## config.mk

```make
export PLATFORM = sky130hd
export DESIGN_NAME = bcrypt_eks_sequencer
export DESIGN_NICKNAME = d
export VERILOG_FILES = /design/src/rtl/bcrypt_pkg.sv /design/src/rtl/bcrypt_expand_step_ctr.sv /design/src/rtl/bcrypt_eks_sequencer.sv
export SDC_FILE = /design/constraint.sdc
export NUM_CORES = 1
export LEC_CHECK = 0
export BUFFER_PORTS_ARGS = -buffer_cell sky130_fd_sc_hd__buf_2
export CAP_MARGIN = 20
export CORE_MARGIN = 3
export CORE_UTILIZATION = 40
export DETAILED_ROUTE_END_ITERATION = 7
export GPL_TIMING_DRIVEN = 1
export PLACE_DENSITY = 0.58
export SLEW_MARGIN = 20
export SYNTH_ARGS = -nofsm -noshare
export SYNTH_HDL_FRONTEND = slang
export SYNTH_HIERARCHICAL = 1
export SYNTH_SLANG_ARGS = --single-unit
```

## constraint.sdc

```tcl
create_clock -name en_clk_2 -period 6.1 [get_ports en_clk_2]
set_input_delay 0.61 -clock en_clk_2 [delete_from_list [all_inputs] [get_ports en_clk_2]]
set_output_delay 0.61 -clock en_clk_2 [all_outputs]
set_load 0.005 [all_outputs]
```

## src/rtl/bcrypt_pkg.sv

```systemverilog
// Shared types and constants for the bcrypt EKS sequencer.
// Holds the FSM state encoding, loop bounds and the cost clamp helper.
package bcrypt_pkg;

    localparam int COST_W           = 5;
    localparam int MIN_COST         = 4;
    localparam int NUM_PPAIRS       = 9;
    localparam int SBOX_PAIRS       = 128;
    localparam int CT_ITERS         = 64;
    localparam int CT_BLOCKS        = 3;
    localparam int STEPS_PER_EXPAND = NUM_PPAIRS + 4 * SBOX_PAIRS;

    typedef enum logic [2:0] {
        IDLE,
        EKS_SALT,
        EXP_KEY,
        EXP_SALT,
        CT_ENC,
        DONE
    } eks_state_t;

    function automatic logic [COST_W-1:0] clamp_cost(
        input logic [COST_W-1:0] c
    );
        return (c < COST_W'(MIN_COST)) ? COST_W'(MIN_COST) : c;
    endfunction

endpackage

```

## src/rtl/bcrypt_expand_step_ctr.sv

```systemverilog
// ExpandKey step counter shared by the three ExpandKey phases.
// Walks P pairs first, then the four S-boxes, and flags the last step.
module bcrypt_expand_step_ctr
    import bcrypt_pkg::*;
(
    input  logic       en_clk_2,
    input  logic       reset_l,
    input  logic       en,
    output logic [9:0] step,
    output logic [8:0] psel,
    output logic       sbox_wr,
    output logic [1:0] sbox_sel,
    output logic [7:0] sbox_addr,
    output logic       last_step
);

    logic [9:0] sb_off;

    assign sb_off    = step - 10'(NUM_PPAIRS);
    assign last_step = en && (step == 10'(STEPS_PER_EXPAND - 1));

    // Step register: counts while enabled, wraps at phase end, parks at 0.
    always_ff @(posedge en_clk_2 or negedge reset_l) begin
        if (!reset_l) begin
            step <= '0;
        end else if (en && !last_step) begin
            step <= step + 10'd1;
        end else begin
            step <= '0;
        end
    end

    // Decode the step into a P-pair select or an S-box pair address.
    always_comb begin
        psel      = '0;
        sbox_wr   = 1'b0;
        sbox_sel  = '0;
        sbox_addr = '0;
        if (en) begin
            if (step < 10'(NUM_PPAIRS)) begin
                psel = 9'd1 << step[3:0];
            end else begin
                sbox_wr   = 1'b1;
                sbox_sel  = sb_off[8:7];
                sbox_addr = {sb_off[6:0], 1'b0};
            end
        end
    end

endmodule

```

## src/rtl/bcrypt_eks_sequencer.sv

```systemverilog
// Sequencer for EksBlowfishSetup plus the final ciphertext loop.
// Advances one step per completed Blowfish encryption edge.
module bcrypt_eks_sequencer
    import bcrypt_pkg::*;
(
    input  logic              en_clk_2,
    input  logic              reset_l,
    input  logic              start,
    input  logic [COST_W-1:0] cost,
    output logic [8:0]        psel,
    output logic              sbox_wr,
    output logic [1:0]        sbox_sel,
    output logic [7:0]        sbox_addr,
    output logic              salt_half,
    output logic              salt_xor_en,
    output logic              salt_key_sel,
    output logic              pxor_req,
    output logic [1:0]        ct_blk,
    output logic              ct_last,
    output logic              busy,
    output logic              done
);

    eks_state_t        state, nstate;
    logic [COST_W-1:0] cost_eff, n_cost;
    logic [31:0]       iter, n_iter;
    logic [31:0]       target;
    logic [1:0]        blk, n_blk;
    logic [5:0]        ct_iter, n_ctit;
    logic              expand_en;
    logic              last_step;
    logic [9:0]        step;

    assign expand_en = (state == EKS_SALT) ||
                       (state == EXP_KEY)  ||
                       (state == EXP_SALT);
    assign target    = (32'd1 << cost_eff) - 32'd1;

    bcrypt_expand_step_ctr u_step (
        .en_clk_2  (en_clk_2),
        .reset_l   (reset_l),
        .en        (expand_en),
        .step      (step),
        .psel      (psel),
        .sbox_wr   (sbox_wr),
        .sbox_sel  (sbox_sel),
        .sbox_addr (sbox_addr),
        .last_step (last_step)
    );

    // State and loop counters, cleared asynchronously on abort.
    always_ff @(posedge en_clk_2 or negedge reset_l) begin
        if (!reset_l) begin
            state    <= IDLE;
            cost_eff <= '0;
            iter     <= '0;
            blk      <= '0;
            ct_iter  <= '0;
        end else begin
            state    <= nstate;
            cost_eff <= n_cost;
            iter     <= n_iter;
            blk      <= n_blk;
            ct_iter  <= n_ctit;
        end
    end

    // Next-state and counter update logic.
    always_comb begin
        nstate = state;
        n_cost = cost_eff;
        n_iter = iter;
        n_blk  = blk;
        n_ctit = ct_iter;
        unique case (state)
            IDLE: begin
                if (start) begin
                    nstate = EKS_SALT;
                    n_cost = clamp_cost(cost);
                    n_iter = '0;
                    n_blk  = '0;
                    n_ctit = '0;
                end
            end
            EKS_SALT: begin
                if (last_step) nstate = EXP_KEY;
            end
            EXP_KEY: begin
                if (last_step) nstate = EXP_SALT;
            end
            EXP_SALT: begin
                if (last_step) begin
                    n_iter = iter + 32'd1;
                    nstate = (iter == target) ? CT_ENC : EXP_KEY;
                end
            end
            CT_ENC: begin
                if (blk == 2'(CT_BLOCKS - 1)) begin
                    n_blk = '0;
                    if (ct_iter == 6'(CT_ITERS - 1)) nstate = DONE;
                    else n_ctit = ct_iter + 6'd1;
                end else begin
                    n_blk = blk + 2'd1;
                end
            end
            DONE: begin
                nstate = IDLE;
                n_iter = '0;
                n_blk  = '0;
                n_ctit = '0;
            end
            default: nstate = IDLE;
        endcase
    end

    // Per-step control outputs decoded from registered state only.
    always_comb begin
        salt_xor_en  = (state == EKS_SALT);
        salt_half    = (state == EKS_SALT) && step[0];
        salt_key_sel = (state == EXP_SALT);
        pxor_req     = expand_en && (step == 10'd0);
        ct_blk       = (state == CT_ENC) ? blk : 2'd0;
        ct_last      = (state == CT_ENC) &&
                       (ct_iter == 6'(CT_ITERS - 1));
        busy         = expand_en || (state == CT_ENC);
        done         = (state == DONE);
    end

endmodule

```

==> out/results.ini <==
[floorplanning]
die_area_um2=12440
rows=37
io_pins=37
start_util=0.4220
core_area_um2=10560
die_w_um=111.5
die_h_um=111.5

[cells_and_area]
fin_area_um2=4860
antennaDiodeCount=0
synthToLayoutAreaGrowth_pct=9.101
final_nets=573
drive_gt1_frac=0.1339

[clock_network]
post_cts_buffers=0
htree_levels=3
clockBufferDepth=2
cts_tree=built
cts.sinks=58
cts.reportedPaths.clkPinSlew_ns=0.08
cts_buffers=9
cts-root-buf=clkbuf_8
cts_hold_buffers=0
clk_latency_ns=0.35
cts_resized=0

[critical_path]
crit_start=cost_eff[1]
endpoint_kind=register
r2r_end=state[1]
worstSetupStartpointType=register
r2r_cells=10
r2r_slack_ns=1.92
critPathKind=reg2reg
r2r-start=cost_eff[1]
crit_end=state[1]
worstPathRequired_ns=6.34
cp_max_fo=28
critical_path_arrival_ns=4.42

[yosys]
synth_cell_types=71
syn_area_per_cell_um2=8.099
yosysSeqAreaShare=0.3258
async_flop_share=1.000
yosys_warnings=6
synth.area.top_cells=dfrtp_1, xor2_1, nor2_1, xnor2_1, nand2_1
yosys_most_used_dff=dfrtp_1
synth.most_common_cell=nor2_1
synth-edff-count=0
synthTopCellsByCount=nor2_1, dfrtp_1, nand2_1
synth_area_leader_cell=dfrtp_1
synth_cells=550
ys_ff_latch=58
synth_fp_nets=568
synth_top_area_frac=0.3258
syn_area_um2=4454

[sta]
skew_ns=0.01380
rsz0062_at_grt=no
setup_tns_ns=0
setup_ws_ns=1.918
worstMarginPinSlew_ns=0.8560
min_period_ns=4.182
timing.final.hold_violations=0
fmax_ghz=0.2391
slew_headroom=0.4293
hold-worst-slack_ns=0.3942
slew_viol_final=0
setup_viol=0
post-route-period-util=0.6855

[flow_run]
maxCapViolCount=0

[drt]
vias_per_cell=5.708
route.vias.total=3973
first_pass_iters=5
ant_nets=0
drcViolationCount=0
post_drt_wl_per_cell_um=15.64
first_iter_violations=223
wirelength_mm=10.89

[place]
io_buffers=35
place_area_um2=4642
dp_slack_ns=2.012
gp_congestion=0.8464
dp_hpwl_mm=7.517

[power]
p_int_mw=0.6165
ir_drop_mv=0.1096
p_leak_nw=2.116
pwr-share-seq=0.482
p_total_mw=0.7982
clock_power_share=0.503
switchingPower_mw=0.1818
combPwrFrac=0.015
powerDensity_nw_per_um2=164.3
sw_frac_of_total=0.2277

[status]
outcome=completed

[global_route]
antenna_found_initial=0
grt_pass1_vias=3733
grt_pass1_wl_mm=18.90
grt_usage=0.1809
grt_max_degree=59
gr-total-overflow=0

[worst_hold_path]
hold_class=in2async

[cell type report]
class	count	area, um^2
fillers	1086	5695
multi-input cells	426	2733
flip-flops and latches	58	1451
repair buffers	40	212.7
well taps	136	170.2
clock buffers	9	123.9
clock inverters	7	93.84
inverters	20	75.07
[stage by stage]
step | cells | utilization
after CTS | 696 | 0.4604
after global placement | 680 | 0.4398
after global routing | 696 | 0.4604
final | 696 | 0.4604
after detailed placement | 680 | 0.4398
after floorplan | 550 | -
[state kept, by name (all words and copies together) (netlist names)]
signal,flops
cost_eff,5
iter,32
u_step/step,10
ct_iter,6
state,3
blk,2
[cells by family (layout without fill, tap and decap cells)]
logic type,after synthesis,count (layout),synth area share
and+or+nand+nor,257,257,0.3076
muxes,7,7,0.01685
xor gates and xnor gates,52,52,0.1053
DFF,58,58,0.3258
buffers and inverters,66,76,0.06067
adders and majority gates,10,10,0.02809
AOI/OAI and AO/OA,99,99,0.1548
other,1,1,0.0008419
[metal layers]
metal  vias to the layer above  track usage  part of all wire
met4                         0      0.04542             0.014
met2                        81       0.2883              0.47
met5                         -            0                 0
li1                       1961            -                 -
met1                      1919       0.2515              0.48
met3                        12      0.03859             0.044
[power groups by stage]
stage / logic (mW) / clock network, mW / registers [mW]
6_report: 0.0119 / 0.401 / 0.385
5_1_grt: 0.0143 / 0.431 / 0.385
4_1_cts: 0.0129 / 0.413 / 0.385
3_5_place_dp: 0.0129 / 0 / 0.392
3_3_place_gp: 0.0125 / 0 / 0.392
2_1_floorplan: 0.00173 / 0 / 0.392
[critical path: stages (launching register included)]
cell and delay [ns]:
dfrtp_1 0.70, or3_4 0.50, or3_4 0.35, ha_1 0.45
nor3b_1 0.25, o21ai_0 0.25, a21o_1 0.15, nand4_1 0.08
or4_1 0.52, or4_1 0.57, a31o_1 0.24
[worst min path at each step]
| stage | from | to | cells past startpoint |
|---|---|---|---|
| floorplan | reset_l | blk[0] | 0 |
| global placement | ct_iter[1] | ct_iter[1] | 1 |
| detailed placement | ct_iter[1] | ct_iter[1] | 1 |
| CTS | reset_l | iter[17] | 2 |
| global route | cost[0] | cost_eff[0] | 2 |
| finish | reset_l | iter[17] | 2 |
[cells in the final DEF (no fill, tap or decap), types with 8 or more instances in the layout]
cell	synthesis	routed
nor2_1	64	64
dfrtp_1	58	58
nand2_1	45	45
buf_2	3	35
xor2_1	29	29
nand3_1	27	27
o21ai_0	25	25
xnor2_1	22	22
inv_1	20	20
nand4_1	18	18
a21oi_1	14	14
nor3_1	14	14
and3_1	12	12
nor4_1	10	10
ha_1	10	10
and2_1	9	9
clkbuf_8	0	9
nand2b_1	8	8
Note: power is estimated with default switching activity, not from simulation.
